===== config.mk =====
export PLATFORM = sky130hd
export DESIGN_NAME = fetch_unit_flat
export DESIGN_NICKNAME = d
export VERILOG_FILES = /design/src/rtl/fetch_pkg.sv /design/src/rtl/fetch_if.sv /design/src/rtl/fetch_queue.sv /design/src/rtl/fetch_unit.sv /design/src/flat_wrapper.sv
export SDC_FILE = /design/constraint.sdc
export NUM_CORES = 1
export LEC_CHECK = 0
export BUFFER_PORTS_ARGS = -buffer_cell sky130_fd_sc_hd__buf_2
export CORE_UTILIZATION = 45
export DETAILED_ROUTE_END_ITERATION = 16
export PLACE_DENSITY = 0.68
export SYNTH_ARGS = -nofsm -noshare
export SYNTH_HDL_FRONTEND = slang
export SYNTH_SLANG_ARGS = --single-unit

===== constraint.sdc =====
create_clock -name clk -period 12.5 [get_ports clk]
set_clock_uncertainty 0.15 [all_clocks]
set_input_delay 1.875 -clock clk [delete_from_list [all_inputs] [get_ports clk]]
set_output_delay 1.875 -clock clk [all_outputs]
set_load 0.02 [all_outputs]

===== src/rtl/fetch_pkg.sv =====
// fetch_pkg: shared widths, PC step and fetch-queue entry type for the fetch stage.
package fetch_pkg;
    localparam int XLEN = 32;
    localparam int ILEN = 32;
    localparam logic [XLEN-1:0] PC_STEP = 32'd4;
    typedef struct packed {
        logic [XLEN-1:0] pc;
        logic [ILEN-1:0] instr;
        logic            filled;
    } fetch_entry_t;
endpackage


===== src/rtl/fetch_if.sv =====
// fetch_if: fetch-stage bundle of imem request/response, redirect and decode handshakes.
interface fetch_if;
    import fetch_pkg::*;
    logic            imem_req_valid;
    logic            imem_req_ready;
    logic [XLEN-1:0] imem_addr;
    logic            imem_rsp_valid;
    logic [ILEN-1:0] imem_rsp_data;
    logic            redirect_valid;
    logic [XLEN-1:0] redirect_pc;
    logic            out_valid;
    logic            out_ready;
    logic [ILEN-1:0] out_instr;
    logic [XLEN-1:0] out_pc;
    logic [XLEN-1:0] out_pc_plus4;
    modport master (
        output imem_req_valid, imem_addr, out_valid, out_instr, out_pc, out_pc_plus4,
        input  imem_req_ready, imem_rsp_valid, imem_rsp_data, redirect_valid, redirect_pc, out_ready
    );
    modport slave (
        input  imem_req_valid, imem_addr, out_valid, out_instr, out_pc, out_pc_plus4,
        output imem_req_ready, imem_rsp_valid, imem_rsp_data, redirect_valid, redirect_pc, out_ready
    );
endinterface


===== src/rtl/fetch_queue.sv =====
// fetch_queue: circular buffer of in-flight fetches; slots are allocated at request,
// filled in order by responses and popped from the head.
module fetch_queue import fetch_pkg::*; #(
    parameter  int DEPTH = 2,
    localparam int PW    = $clog2(DEPTH),
    localparam int CW    = $clog2(DEPTH + 1)
) (
    input  logic            clk,
    input  logic            reset,
    input  logic            clear_i,
    input  logic            alloc_i,
    input  logic [XLEN-1:0] alloc_pc_i,
    input  logic            fill_i,
    input  logic [ILEN-1:0] fill_instr_i,
    input  logic            pop_i,
    output logic [XLEN-1:0] head_pc_o,
    output logic [ILEN-1:0] head_instr_o,
    output logic            head_ready_o,
    output logic [CW-1:0]   alloc_cnt_o,
    output logic [CW-1:0]   unfilled_o
);
    fetch_entry_t  mem_q [DEPTH];
    logic [PW-1:0] head_q, tail_q, fill_idx;
    logic [CW-1:0] cnt_q, unf_q;
    // Unfilled slots are always the youngest ones, so the oldest sits unf_q behind the tail.
    assign fill_idx     = tail_q - PW'(unf_q);
    assign head_pc_o    = mem_q[head_q].pc;
    assign head_instr_o = mem_q[head_q].instr;
    assign head_ready_o = (cnt_q != '0) & mem_q[head_q].filled;
    assign alloc_cnt_o  = cnt_q;
    assign unfilled_o   = unf_q;
    always_ff @(posedge clk or posedge reset) begin
        if (reset) begin
            head_q <= '0;
            tail_q <= '0;
            cnt_q  <= '0;
            unf_q  <= '0;
            for (int i = 0; i < DEPTH; i++) mem_q[i] <= '0;
        end else if (clear_i) begin
            head_q <= '0;
            tail_q <= '0;
            cnt_q  <= '0;
            unf_q  <= '0;
        end else begin
            if (alloc_i) begin
                mem_q[tail_q] <= '{pc: alloc_pc_i, instr: '0, filled: 1'b0};
                tail_q        <= tail_q + 1'b1;
            end
            if (fill_i) begin
                mem_q[fill_idx].instr  <= fill_instr_i;
                mem_q[fill_idx].filled <= 1'b1;
            end
            if (pop_i) head_q <= head_q + 1'b1;
            cnt_q <= cnt_q + CW'(alloc_i) - CW'(pop_i);
            unf_q <= unf_q + CW'(alloc_i) - CW'(fill_i);
        end
    end
endmodule


===== src/rtl/fetch_unit.sv =====
// fetch_unit: PC owner and in-order instruction fetch with redirect flush.
// Optional FETCH_PERF_EN adds perf_fetched / perf_stall counters.
module fetch_unit import fetch_pkg::*; #(
    parameter logic [XLEN-1:0] RESET_PC = 32'h0000_0000,
    parameter int              DEPTH    = 2
) (
    input  logic       clk,
    input  logic       reset,
    fetch_if.master    bus
`ifdef FETCH_PERF_EN
    ,
    output logic [31:0] perf_fetched,
    output logic [31:0] perf_stall
`endif
);
    localparam int CW = $clog2(DEPTH + 1);
    localparam int DW = $clog2(2 * DEPTH + 1);
    logic [XLEN-1:0] pc_q, pc_d, head_pc;
    logic [ILEN-1:0] head_instr;
    logic [DW-1:0]   drop_q, drop_d;
    logic [CW-1:0]   alloc_cnt, unfilled;
    logic            redirect, accept, pop, fill, head_ready;
    assign redirect           = bus.redirect_valid;
    assign bus.imem_req_valid = ~reset & (alloc_cnt < CW'(DEPTH)) & ~redirect;
    assign bus.imem_addr      = pc_q;
    assign accept             = bus.imem_req_valid & bus.imem_req_ready;
    assign bus.out_valid      = head_ready & ~redirect;
    assign pop                = bus.out_valid & bus.out_ready;
    assign fill               = bus.imem_rsp_valid & ~redirect & (drop_q == '0) & (unfilled != '0);
    assign bus.out_instr      = bus.out_valid ? head_instr : '0;
    assign bus.out_pc         = bus.out_valid ? head_pc : '0;
    assign bus.out_pc_plus4   = bus.out_valid ? head_pc + PC_STEP : '0;
    fetch_queue #(.DEPTH(DEPTH)) u_queue (
        .clk          (clk),
        .reset        (reset),
        .clear_i      (redirect),
        .alloc_i      (accept),
        .alloc_pc_i   (pc_q),
        .fill_i       (fill),
        .fill_instr_i (bus.imem_rsp_data),
        .pop_i        (pop),
        .head_pc_o    (head_pc),
        .head_instr_o (head_instr),
        .head_ready_o (head_ready),
        .alloc_cnt_o  (alloc_cnt),
        .unfilled_o   (unfilled)
    );
    // Responses still owed for flushed slots are counted and swallowed later.
    always_comb begin
        pc_d   = redirect ? bus.redirect_pc & ~32'h3 : accept ? pc_q + PC_STEP : pc_q;
        drop_d = redirect ? drop_q + DW'(unfilled) - DW'(bus.imem_rsp_valid)
               : (bus.imem_rsp_valid && drop_q != '0) ? drop_q - 1'b1 : drop_q;
    end
    always_ff @(posedge clk or posedge reset) begin
        if (reset) begin
            pc_q   <= RESET_PC;
            drop_q <= '0;
        end else begin
            pc_q   <= pc_d;
            drop_q <= drop_d;
        end
    end
`ifdef FETCH_PERF_EN
    always_ff @(posedge clk or posedge reset) begin
        if (reset) begin
            perf_fetched <= '0;
            perf_stall   <= '0;
        end else begin
            perf_fetched <= perf_fetched + 32'(pop);
            perf_stall   <= perf_stall + 32'(~bus.out_valid);
        end
    end
`endif
endmodule

===== src/flat_wrapper.sv =====
// flat-port wrapper written by rule: the top's interface ports become plain ports
module fetch_unit_flat import fetch_pkg::*;
#(
    parameter logic [XLEN-1:0] RESET_PC = 32'h0000_0000,
    parameter int              DEPTH    = 2
)
  (clk, reset, bus_imem_req_valid, bus_imem_addr, bus_out_valid, bus_out_instr, bus_out_pc, bus_out_pc_plus4, bus_imem_req_ready, bus_imem_rsp_valid, bus_imem_rsp_data, bus_redirect_valid, bus_redirect_pc, bus_out_ready);
  fetch_if bus_i ();
  input  logic clk;
  input  logic reset;
  output wire logic [$bits(bus_i.imem_req_valid)-1:0] bus_imem_req_valid;
  output wire logic [$bits(bus_i.imem_addr)-1:0] bus_imem_addr;
  output wire logic [$bits(bus_i.out_valid)-1:0] bus_out_valid;
  output wire logic [$bits(bus_i.out_instr)-1:0] bus_out_instr;
  output wire logic [$bits(bus_i.out_pc)-1:0] bus_out_pc;
  output wire logic [$bits(bus_i.out_pc_plus4)-1:0] bus_out_pc_plus4;
  input wire logic [$bits(bus_i.imem_req_ready)-1:0] bus_imem_req_ready;
  input wire logic [$bits(bus_i.imem_rsp_valid)-1:0] bus_imem_rsp_valid;
  input wire logic [$bits(bus_i.imem_rsp_data)-1:0] bus_imem_rsp_data;
  input wire logic [$bits(bus_i.redirect_valid)-1:0] bus_redirect_valid;
  input wire logic [$bits(bus_i.redirect_pc)-1:0] bus_redirect_pc;
  input wire logic [$bits(bus_i.out_ready)-1:0] bus_out_ready;
  assign bus_imem_req_valid = bus_i.imem_req_valid;
  assign bus_imem_addr = bus_i.imem_addr;
  assign bus_out_valid = bus_i.out_valid;
  assign bus_out_instr = bus_i.out_instr;
  assign bus_out_pc = bus_i.out_pc;
  assign bus_out_pc_plus4 = bus_i.out_pc_plus4;
  assign bus_i.imem_req_ready = bus_imem_req_ready;
  assign bus_i.imem_rsp_valid = bus_imem_rsp_valid;
  assign bus_i.imem_rsp_data = bus_imem_rsp_data;
  assign bus_i.redirect_valid = bus_redirect_valid;
  assign bus_i.redirect_pc = bus_redirect_pc;
  assign bus_i.out_ready = bus_out_ready;
  fetch_unit #(.RESET_PC(RESET_PC), .DEPTH(DEPTH)) u_core (.clk(clk), .reset(reset), .bus(bus_i));
endmodule

==> results of run 1 <==
## layout make-up
class | instances | share of cell area [%]
clock buffers | 18 | 4.08
diodes | 1 | 0.0232
clock inverters | 14 | 1.30
repair buffers | 201 | 9.60
well taps | 265 | 3.08
flip-flops and latches | 165 | 38.4
multi-input cells | 688 | 42.8
inverters | 19 | 0.709
## metal layers
| layer | GRT usage [%] | wire length [microns] | vias up | part of all wire (%) |
|---|---|---|---|---|
| met3 | 3.91 | 1090 | 21 | 4.6 |
| met5 | 0 | 0 | - | 0 |
| li1 | - | - | 3582 | - |
| met2 | 37.9 | 11400 | 188 | 48 |
| met1 | 32.6 | 11100 | 3718 | 46 |
| met4 | 7.45 | 268 | 0 | 1.1 |
## cell families (layout without fill, tap and decap cells)
group	after synthesis	after routing	share of synthesized area, %
other	1	7	0.0413
muxes	125	125	14.7
DFF	165	165	45.5
and+or+nand+nor	353	353	19.1
buffers and inverters	82	252	4.10
xor gates and xnor gates	48	48	4.63
adders and majority gates	12	12	1.74
AOI/OAI and AO/OA	144	144	10.2
## sequential cells by signal, indices dropped and copies added, names as in the netlist
signal                      flops
u_core.u_queue.alloc_cnt_o      2
u_core.u_queue.tail_q           1
u_core.u_queue.mem_q          126
u_core.drop_q                   3
u_core.u_queue.head_q           1
u_core.bus.imem_addr           30
u_core.u_queue.unfilled_o       2
## report_power, final
part / total (mW) / internal, mW / switching (mW)
sequential: 0.714 / 0.626 / 0.0882
clock: 0.522 / 0.285 / 0.238
combinational: 0.289 / 0.135 / 0.153
## worst paths after layout
kind	from	endpoint	cells after the start
max in group asynchronous	reset	u_core.u_queue.head_q$_DFFE_PP0P_	3
min	u_core.u_queue.mem_q[63]$_DFFE_PP0P_	u_core.u_queue.mem_q[63]$_DFFE_PP0P_	2
max	bus_redirect_valid	bus_out_pc_plus4[19]	7
min in group asynchronous	reset	u_core.bus.imem_addr[3]$_DFFE_PP0P_	2
min reg2reg	u_core.u_queue.mem_q[63]$_DFFE_PP0P_	u_core.u_queue.mem_q[63]$_DFFE_PP0P_	2
max reg2reg	u_core.u_queue.head_q$_DFFE_PP0P_	u_core.u_queue.alloc_cnt_o[1]$_DFF_PP0_	10
## worst register-to-register path: stages (launching register included)
cell	delay, ps
dfrtp_4	960
mux2i_1	280
or3_2	140
buf_4	730
inv_1	550
and2_1	360
ha_1	280
inv_1	40
ha_1	180
xnor2_1	160
nor2_1	60
## per-stage QoR
stage / utilization (%) / setup slack, ps / instances / cell area [sq um]
2_1_floorplan: - / 6010 / 935 / 9090
3_3_place_gp: 52.0 / 6070 / 1338 / 10200
3_5_place_dp: 52.0 / 6040 / 1338 / 10200
4_1_cts: 54.9 / 6050 / 1370 / 10800
5_1_grt: 54.9 / 5850 / 1370 / 10800
6_report: 55.0 / 6020 / 1371 / 10800
## cells in the final DEF (no fill, tap or decap), types with 5 or more instances in the layout
cell / Yosys / routed
nand3b_1: 6 / 6
buf_4: 6 / 11
nor3_1: 19 / 19
o21ai_0: 70 / 70
inv_6: 0 / 7
mux2i_1: 61 / 61
inv_1: 19 / 18
and4_1: 6 / 6
clkbuf_16: 0 / 17
o2bb2ai_1: 15 / 15
dfrtp_1: 165 / 164
a21oi_1: 7 / 7
and2_1: 13 / 13
nand3_1: 41 / 41
nor4_1: 6 / 6
xor2_1: 16 / 16
conb_1: 1 / 6
nor2_1: 127 / 125
mux2_2: 64 / 64
buf_2: 15 / 190
ha_1: 11 / 11
nand4_1: 14 / 14
o21ai_1: 6 / 6
nand2_1: 91 / 90
xnor2_1: 32 / 32
o31a_1: 5 / 5
a22o_1: 20 / 20
==> metrics.csv, run 1 <==
stage;metric;value;unit
clock_network;cts_max_path_buffers;2;
die;pin_count;200;
sta;min_period;6480;ps
final_layout;multi_input_area;4610;sq um
pwr;p_leak;4.88;nW
logic_synthesis;synth-seq-cells;165;
die;dieArea;20700;sq um
clock_network;post-cts-setup-buffers;0;
run_status;status;completed;
clock_network;clkSinkCount;165;
logic_synthesis;yosysTopAreaCellShare;45.5;%
final_layout;syn2layout_area_growth;18.6;%
setup_path;critPathTopFamily;buffers and inverters;
clock_network;numCtsBuffers;17;
logic_synthesis;synth-edff-count;0;
logic_synthesis;yosys-top-cells-count;165 x dfrtp_1, 127 x nor2_1, 91 x nand2_1, 70 x o21ai_0, 64 x mux2_2;
logic_synthesis;synth_area_leaders;dfrtp_1 46%, mux2_2 7.9%, mux2i_1 6.7%, nor2_1 5.3%, o21ai_0 3.9%;
global_routing;grt_start_max_net_pins;93;
sta;drv_slew;0;
final_layout;fin_nets;1174;
setup_path;required;10470;ps
routing;wl_per_cell;17.4;microns
setup_path;cp.arrival;4450;ps
sta;finalHoldViolCount;0;
logic_synthesis;avgSynthCellArea;9.76;sq um
clock_network;worstSkewPairLatency;430;ps
sta;max-slew-margin-rel;25.6;%
sta;hold_slack;328;ps
die;rows;51;
logic_synthesis;yosys_warnings;0;
logic_synthesis;synth.distinct_cells;58;
die;core_area;19600;sq um
placement;gp_congestion;0.846;
clock_network;clk_pin_slew_worst_paths;70;ps
clock_network;clockRootBuffer;clkbuf_16;
setup_path;critPathMostFrequentCell;buf_4;
logic_synthesis;ys_seq_area_share;45.5;%
clock_network;cts_tree;yes;
global_routing;antenna_found_initial;0;
setup_path;end_kind;output pin;
sta;final.period_utilization;51.8;%
clock_network;postCtsHoldBufs;0;
sta;setup_viol;0;
final_layout;drive_gt1_share;28.4;%
logic_synthesis;synthArstFlopShare;100;%
worst_hold_path;hold_path.class;flop to flop;
global_routing;grt_pass1_wl;37600;microns
global_routing;gr-usage-all-layers;23.6;%
placement;hpwl;15700;microns
logic_synthesis;synth_cells;930;
setup_path;start_kind;input pin;
die;die_h;144;microns
final_layout;regArea;4130;sq um
flow_run;maxCapViolations;0;
setup_path;crit_chain;buf_4 -> or3_2 -> buf_4 -> inv_1 -> and2_1 -> mux2_2 -> buf_2;
clock_network;htreeDepth;4;
routing;drtIter0Drc;423;
sta;fmaxAchievable;0.154;GHz
setup_path;criticalPathCategory;input pin to output pin;
routing;first_pass_iters;5;
die;initial_core_util;46.3;%
final_layout;nFillCells;1799;
die;fp.dieW;144;microns
logic_synthesis;synth_top_area_cell;dfrtp_1;
sta;worst_pin_slew;1110;ps
routing;antenna_left;0;
setup_path;crit_slowest_cell;buf_4;
logic_synthesis;syn_area;9070;sq um
pwr;p_per_area;142;nW/um^2
global_routing;first_global_vias;7126;
sta;tns;0;ps
routing;vias;7509;
setup_path;slowest_delay;730;ps
setup_path;worstPathMaxFanout;80;
placement;port_buffers;191;
setup_path;r2r_slack;8470;ps
logic_synthesis;synth-main-ff-cell;dfrtp_1;
pwr;total_power;1.52;mW
pwr;vdd.ir_drop.worst;94.9;uV
routing;viasPerCell;5.48;
global_routing;grt_overflow_total;0;
routing;routed_wl;23800;microns
sta;rsz0062_at_grt;false;
logic_synthesis;synthMostInstantiatedCell;dfrtp_1;
clock_network;cts-resized-gates;0;
setup_path;cp_num_buf_inv;4;
routing;drc;0;
Note: power is estimated with default switching activity, not from simulation.
==> run 2: changes to the inputs <==
Settings changed: PLACE_DENSITY 0.68 to 0.71.
Clock period 12.5 ns to 5.55 ns, I/O delays scaled along.
==> run 2 against run 1 <==
Effect of this change: via count increased by 0.55%; non-clock buffer count increased by 4; setup slack got worse by 5200 ps; flip-flop and latch count unchanged; routed wire length increased by 0.50%; critical path depth decreased by 1; worst hold slack improved by 5.9 ps; cell area increased by 0.35%; clock-buffer cell count decreased by 1; register-to-register slack got worse by 6200 ps; highest routed layer unchanged.
==> metrics.csv, run 2 (synthesized netlist as in run 1, its figures left out) <==
stage;metric;value;unit
routing;wl_per_cell;17.4;microns
placement;port_buffers;191;
sta;min_period;4710;ps
setup_path;cp.arrival;3730;ps
final_layout;final_cell_mix;190 x buf_2, 164 x dfrtp_1, 125 x nor2_1;
global_routing;first_global_vias;7229;
setup_path;start_kind;flop;
global_routing;grt_pass1_wl;37900;microns
die;fp.dieW;144;microns
sta;setup_viol;0;
worst_hold_path;whs_path_depth;2;
setup_path;required;4570;ps
sta;finalHoldViolCount;0;
worst_hold_path;hold-path-endpoint;u_core.u_queue.mem_q[88]$_DFFE_PP0N_;
setup_path;end_kind;output pin;
global_routing;antenna_found_initial;1;
pwr;vdd.ir_drop.worst;229;uV
setup_path;rr_worst_depth;8;
setup_path;crit_slowest_cell;dfrtp_4;
final_layout;top_register;u_core.u_queue.mem_q;
sta;rsz0062_at_grt;false;
clock_network;clockRootBuffer;clkbuf_16;
clock_network;cts_tree;yes;
final_layout;nFillCells;1788;
setup_path;r2r_slack;2240;ps
setup_path;slowest_delay;1000;ps
clock_network;cts_max_path_buffers;2;
clock_network;postCtsHoldBufs;0;
final_layout;largest_register_ffs;126;
final_layout;layout_commonest_cell;buf_2;
setup_path;critPathTopFamily;compound AO/OA/AOI/OAI gates;
pwr;p_leak;4.91;nW
sta;max-slew-margin-rel;34.1;%
setup_path;criticalPathCategory;flop to output pin;
setup_path;crit_chain;nand4_1 -> a21oi_1 -> nand4_1 -> a2111oi_0 -> mux2_2 -> buf_2;
pwr;p_per_area;318;nW/um^2
routing;drtIter0Drc;428;
routing;vias;7550;
setup_path;r2r_end;u_core.u_queue.alloc_cnt_o[0]$_DFF_PP0_;
sta;worst_pin_slew;987;ps
routing;antenna_left;0;
final_layout;drive_gt1_share;28.7;%
routing;viasPerCell;5.48;
placement;gp_congestion;0.911;
routing;first_pass_iters;5;
routing;drc;0;
final_layout;syn2layout_area_growth;19.1;%
die;die_h;144;microns
clock_network;worstSkewPairLatency;430;ps
worst_hold_path;hold_path.class;flop to flop;
run_status;status;completed;
setup_path;cp_num_buf_inv;1;
sta;drv_slew;0;
placement;hpwl;16000;microns
clock_network;clkSinkCount;165;
global_routing;grt_start_max_net_pins;81;
global_routing;grt_overflow_total;0;
worst_hold_path;worstHoldStart;u_core.u_queue.mem_q[88]$_DFFE_PP0N_;
sta;final.period_utilization;84.9;%
final_layout;fin_nets;1178;
final_layout;design_area;10800;sq um
clock_network;htreeDepth;4;
die;rows;51;
global_routing;gr-usage-all-layers;23.8;%
setup_path;rr_startpoint;u_core.u_queue.head_q$_DFFE_PP0P_;
routing;routed_wl;23900;microns
die;dieArea;20700;sq um
placement;place_area;10200;sq um
sta;tns;0;ps
setup_path;worstPathMaxFanout;66;
flow_run;maxCapViolations;0;
sta;fmaxAchievable;0.212;GHz
clock_network;numCtsBuffers;17;
clock_network;clk_pin_slew_worst_paths;70;ps
clock_network;cts-resized-gates;0;
clock_network;post-cts-setup-buffers;0;
die;initial_core_util;46.3;%
die;pin_count;200;
die;core_area;19600;sq um
setup_path;critPathMostFrequentCell;nand4_1;
run 2: worst max-delay path by stage:
| stage | start | endpoint | slack [ps] | cells past startpoint |
|---|---|---|---|---|
| 2_1_floorplan | reset | u_core.bus.imem_addr[10]$_DFFE_PP0P_ | 110 | 1 |
| 3_3_place_gp | u_core.u_queue.head_q$_DFFE_PP0P_ | bus_out_pc_plus4[25] | 1430 | 6 |
| 3_5_place_dp | u_core.u_queue.head_q$_DFFE_PP0P_ | bus_out_pc_plus4[31] | 1430 | 6 |
| 4_1_cts | u_core.u_queue.head_q$_DFFE_PP0P_ | bus_out_pc_plus4[25] | 920 | 6 |
| 5_1_grt | u_core.u_queue.head_q$_DFFE_PP0P_ | bus_out_pc_plus4[25] | 700 | 6 |
| 6_report | u_core.u_queue.head_q$_DFFE_PP0P_ | bus_out_pc_plus4[25] | 840 | 6 |
run 2: metrics by stage:
stage	total power, mW	hold slack, ps	setup slack (ps)	std cells	util, %
after global routing	3.61	351	697	1375	55.1
after global placement	2.24	310	1430	1342	52.1
after floorplan	2.07	294	106	935	-
after detailed placement	2.27	317	1430	1342	52.1
final	3.43	334	839	1377	55.1
after CTS	3.46	334	919	1374	55.1
run 2: cell type report:
class / instances / area (sq um) / area share (%)
multi-input combinational: 688 / 4610 / 42.7
sequential: 165 / 4130 / 38.3
timing repair buffer: 205 / 1060 / 9.84
clock buffer: 17 / 425 / 3.94
tap: 265 / 332 / 3.07
clock inverter: 15 / 156 / 1.45
inverter: 19 / 76.3 / 0.707
antenna: 3 / 7.51 / 0.0695
run 2: per-layer routing:
layer | global-route usage [%] | vias up | part of all wire (%)
met4 | 8.57 | 0 | 1.9
met2 | 37.9 | 204 | 47
li1 | - | 3589 | -
met5 | 0 | - | 0
met3 | 3.87 | 30 | 4.2
met1 | 32.6 | 3727 | 47
run 2: power breakdown:
group | total [mW] | leakage [nW] | internal [mW] | switching, mW
registers | 1.61 | 2.15 | 1.41 | 0.204
clock network | 1.18 | 0.283 | 0.667 | 0.509
logic | 0.645 | 2.47 | 0.305 | 0.340
run 2: worst register-to-register path: cells and delay by family, from the launching register on:
| family | cells | cell delay, ps |
|---|---|---|
| multiplexers | 1 | 150 |
| buffers and inverters | 2 | 500 |
| AND/OR/NAND/NOR | 3 | 910 |
| flip-flops | 1 | 1000 |
| adder cells (fa/ha/maj) | 2 | 450 |
==> run 3: changes to the inputs <==
Clock period 5.55 ns to 3.99 ns, I/O delays scaled along.
==> run 3 against run 2 <==
Effect of this change: die area is the same; largest power group unchanged; clock power grew 46%; non-clock buffer count grew 5; critical endpoint is now bus_out_pc_plus4[28]; via count shrank 0.17%.
==> metrics.csv, run 3 (synthesized netlist as in run 1, its figures left out) <==
stage;metric;value;unit
worst_hold_path;worstHoldStart;bus_redirect_pc[3];
setup_path;worstPathMaxFanout;21;
sta;setup_viol;0;
clock_network;cts_tree;yes;
routing;viasPerCell;5.46;
die;rows;51;
final_layout;post_layout_nonfiller_instances;1381;
clock_network;worstSkewPairLatency;420;ps
flow_run;maxCapViolations;0;
final_layout;regArea;4130;sq um
global_routing;first_global_vias;7266;
final_layout;largest_register_ffs;126;
setup_path;cp.arrival;3070;ps
routing;wl_per_cell;17.3;microns
final_layout;fin_nets;1183;
global_routing;gr-usage-all-layers;23.6;%
clock_network;postCtsHoldBufs;0;
clock_network;htreeDepth;4;
die;core_area;19600;sq um
worst_hold_path;hold_path.class;input pin to flop;
setup_path;criticalPathCategory;flop to output pin;
routing;drc;0;
sta;min_period;3820;ps
final_layout;final_cell_mix;190 x buf_2, 164 x dfrtp_1, 125 x nor2_1;
sta;drv_slew;0;
sta;fmaxAchievable;0.262;GHz
die;initial_core_util;46.3;%
clock_network;clkSinkCount;165;
setup_path;critPathCapture;bus_out_pc_plus4[28];
placement;place_area;10200;sq um
die;dieArea;20700;sq um
sta;worst_pin_slew;941;ps
setup_path;rr_startpoint;u_core.u_queue.head_q$_DFFE_PP0P_;
die;pin_count;200;
pwr;combPwrFrac;18.6;%
final_layout;multi_input_area;4620;sq um
routing;routed_wl;23800;microns
pwr;power_switching_share;30.3;%
placement;gp_congestion;0.868;
setup_path;r2r_slack;1150;ps
pwr;p_leak;4.95;nW
final_layout;drive_gt1_share;29.1;%
sta;hold_slack;227;ps
setup_path;end_kind;output pin;
setup_path;required;3240;ps
routing;vias;7537;
setup_path;r2r_end;u_core.u_queue.alloc_cnt_o[0]$_DFF_PP0_;
sta;final.period_utilization;95.7;%
final_layout;design_area;10900;sq um
placement;port_buffers;191;
global_routing;grt_start_max_net_pins;166;
pwr;vdd.ir_drop.worst;315;uV
global_routing;grt_overflow_total;0;
final_layout;syn2layout_area_growth;20.3;%
global_routing;antenna_found_initial;1;
die;fp.dieW;144;microns
final_layout;layout_commonest_cell;buf_2;
clock_network;clk_pin_slew_worst_paths;70;ps
final_layout;top_register;u_core.u_queue.mem_q;
placement;place_inst;1344;
sta;max-slew-margin-rel;37.2;%
global_routing;grt_pass1_wl;37800;microns
pwr;p_per_area;446;nW/um^2
sta;tns;0;ps
routing;antenna_left;0;
setup_path;rr_worst_depth;8;
run_status;status;completed;
clock_network;numCtsBuffers;17;
routing;drtIter0Drc;453;
sta;finalHoldViolCount;0;
setup_path;startpoint;u_core.u_queue.head_q$_DFFE_PP0P_;
clock_network;cts_max_path_buffers;2;
sta;rsz0062_at_grt;false;
pwr;clkPwrFrac;35.3;%
clock_network;clockRootBuffer;clkbuf_16;
routing;first_pass_iters;5;
final_layout;nFillCells;1790;
pwr;p_int;3.39;mW
placement;hpwl;15800;microns
pwr;seqPwrFrac;46.1;%
die;die_h;144;microns
setup_path;start_kind;flop;
pwr;power.switching;1.47;mW
## run 3: metal layers
metal	global-route usage (%)	vias up	wire length [microns]	share of wire, %
met5	0	-	0	0
met2	37.8	218	11400	48
met3	4.60	35	1070	4.5
met1	31.9	3697	10900	46
li1	-	3587	-	-
met4	8.17	0	514	2.2
## run 3: layout make-up
type | count | share of cell area, %
Timing Repair Buffer | 210 | 10.4
Antenna cell | 2 | 0.0459
Inverter | 19 | 0.688
Tap cell | 265 | 3.04
Clock inverter | 15 | 1.75
Sequential cell | 165 | 37.9
Multi-Input combinational cell | 688 | 42.3
Clock buffer | 17 | 3.90
## run 3: worst min path at each step
stage | end | slack, ps | cells past startpoint
floorplan | u_core.u_queue.mem_q[63]$_DFFE_PP0P_ | 290 | 2
global placement | u_core.u_queue.mem_q[63]$_DFFE_PP0P_ | 310 | 2
detailed placement | u_core.u_queue.mem_q[84]$_DFFE_PP0N_ | 320 | 2
CTS | u_core.bus.imem_addr[3]$_DFFE_PP0P_ | 210 | 3
global route | u_core.bus.imem_addr[8]$_DFFE_PP0P_ | 220 | 3
finish | u_core.bus.imem_addr[3]$_DFFE_PP0P_ | 230 | 3
## run 3: what timing repair did
action / CTS / global route
setup endpoints to repair: 1 / 11
pin swaps: 1 / 3
resized for setup: 0 / 4
setup buffers: 0 / 3
cloned: 0 / 0
## run 3: metrics by stage
step	power (mW)	utilization [%]	setup slack [ps]
6_report	4.86	55.7	173
5_1_grt	5.13	55.7	5.14
4_1_cts	4.90	55.4	9.78
3_5_place_dp	3.17	52.3	446
3_3_place_gp	3.13	52.3	470
2_1_floorplan	2.88	-	524
## run 3: power by group through the flow
stage	sequential, mW	clock, mW	combinational, mW
2_1_floorplan	2.22	0	0.665
3_3_place_gp	2.26	0	0.877
3_5_place_dp	2.27	0	0.904
4_1_cts	2.24	1.75	0.912
5_1_grt	2.28	1.82	1.03
6_report	2.24	1.72	0.905
## run 3: worst max-delay path: stages, from the launching register on
cell	delay, ps
dfrtp_4	620
mux2_2	310
ha_1	240
and3_1	350
nand4_1	270
nor3_1	340
mux2_2	370
buf_2	160
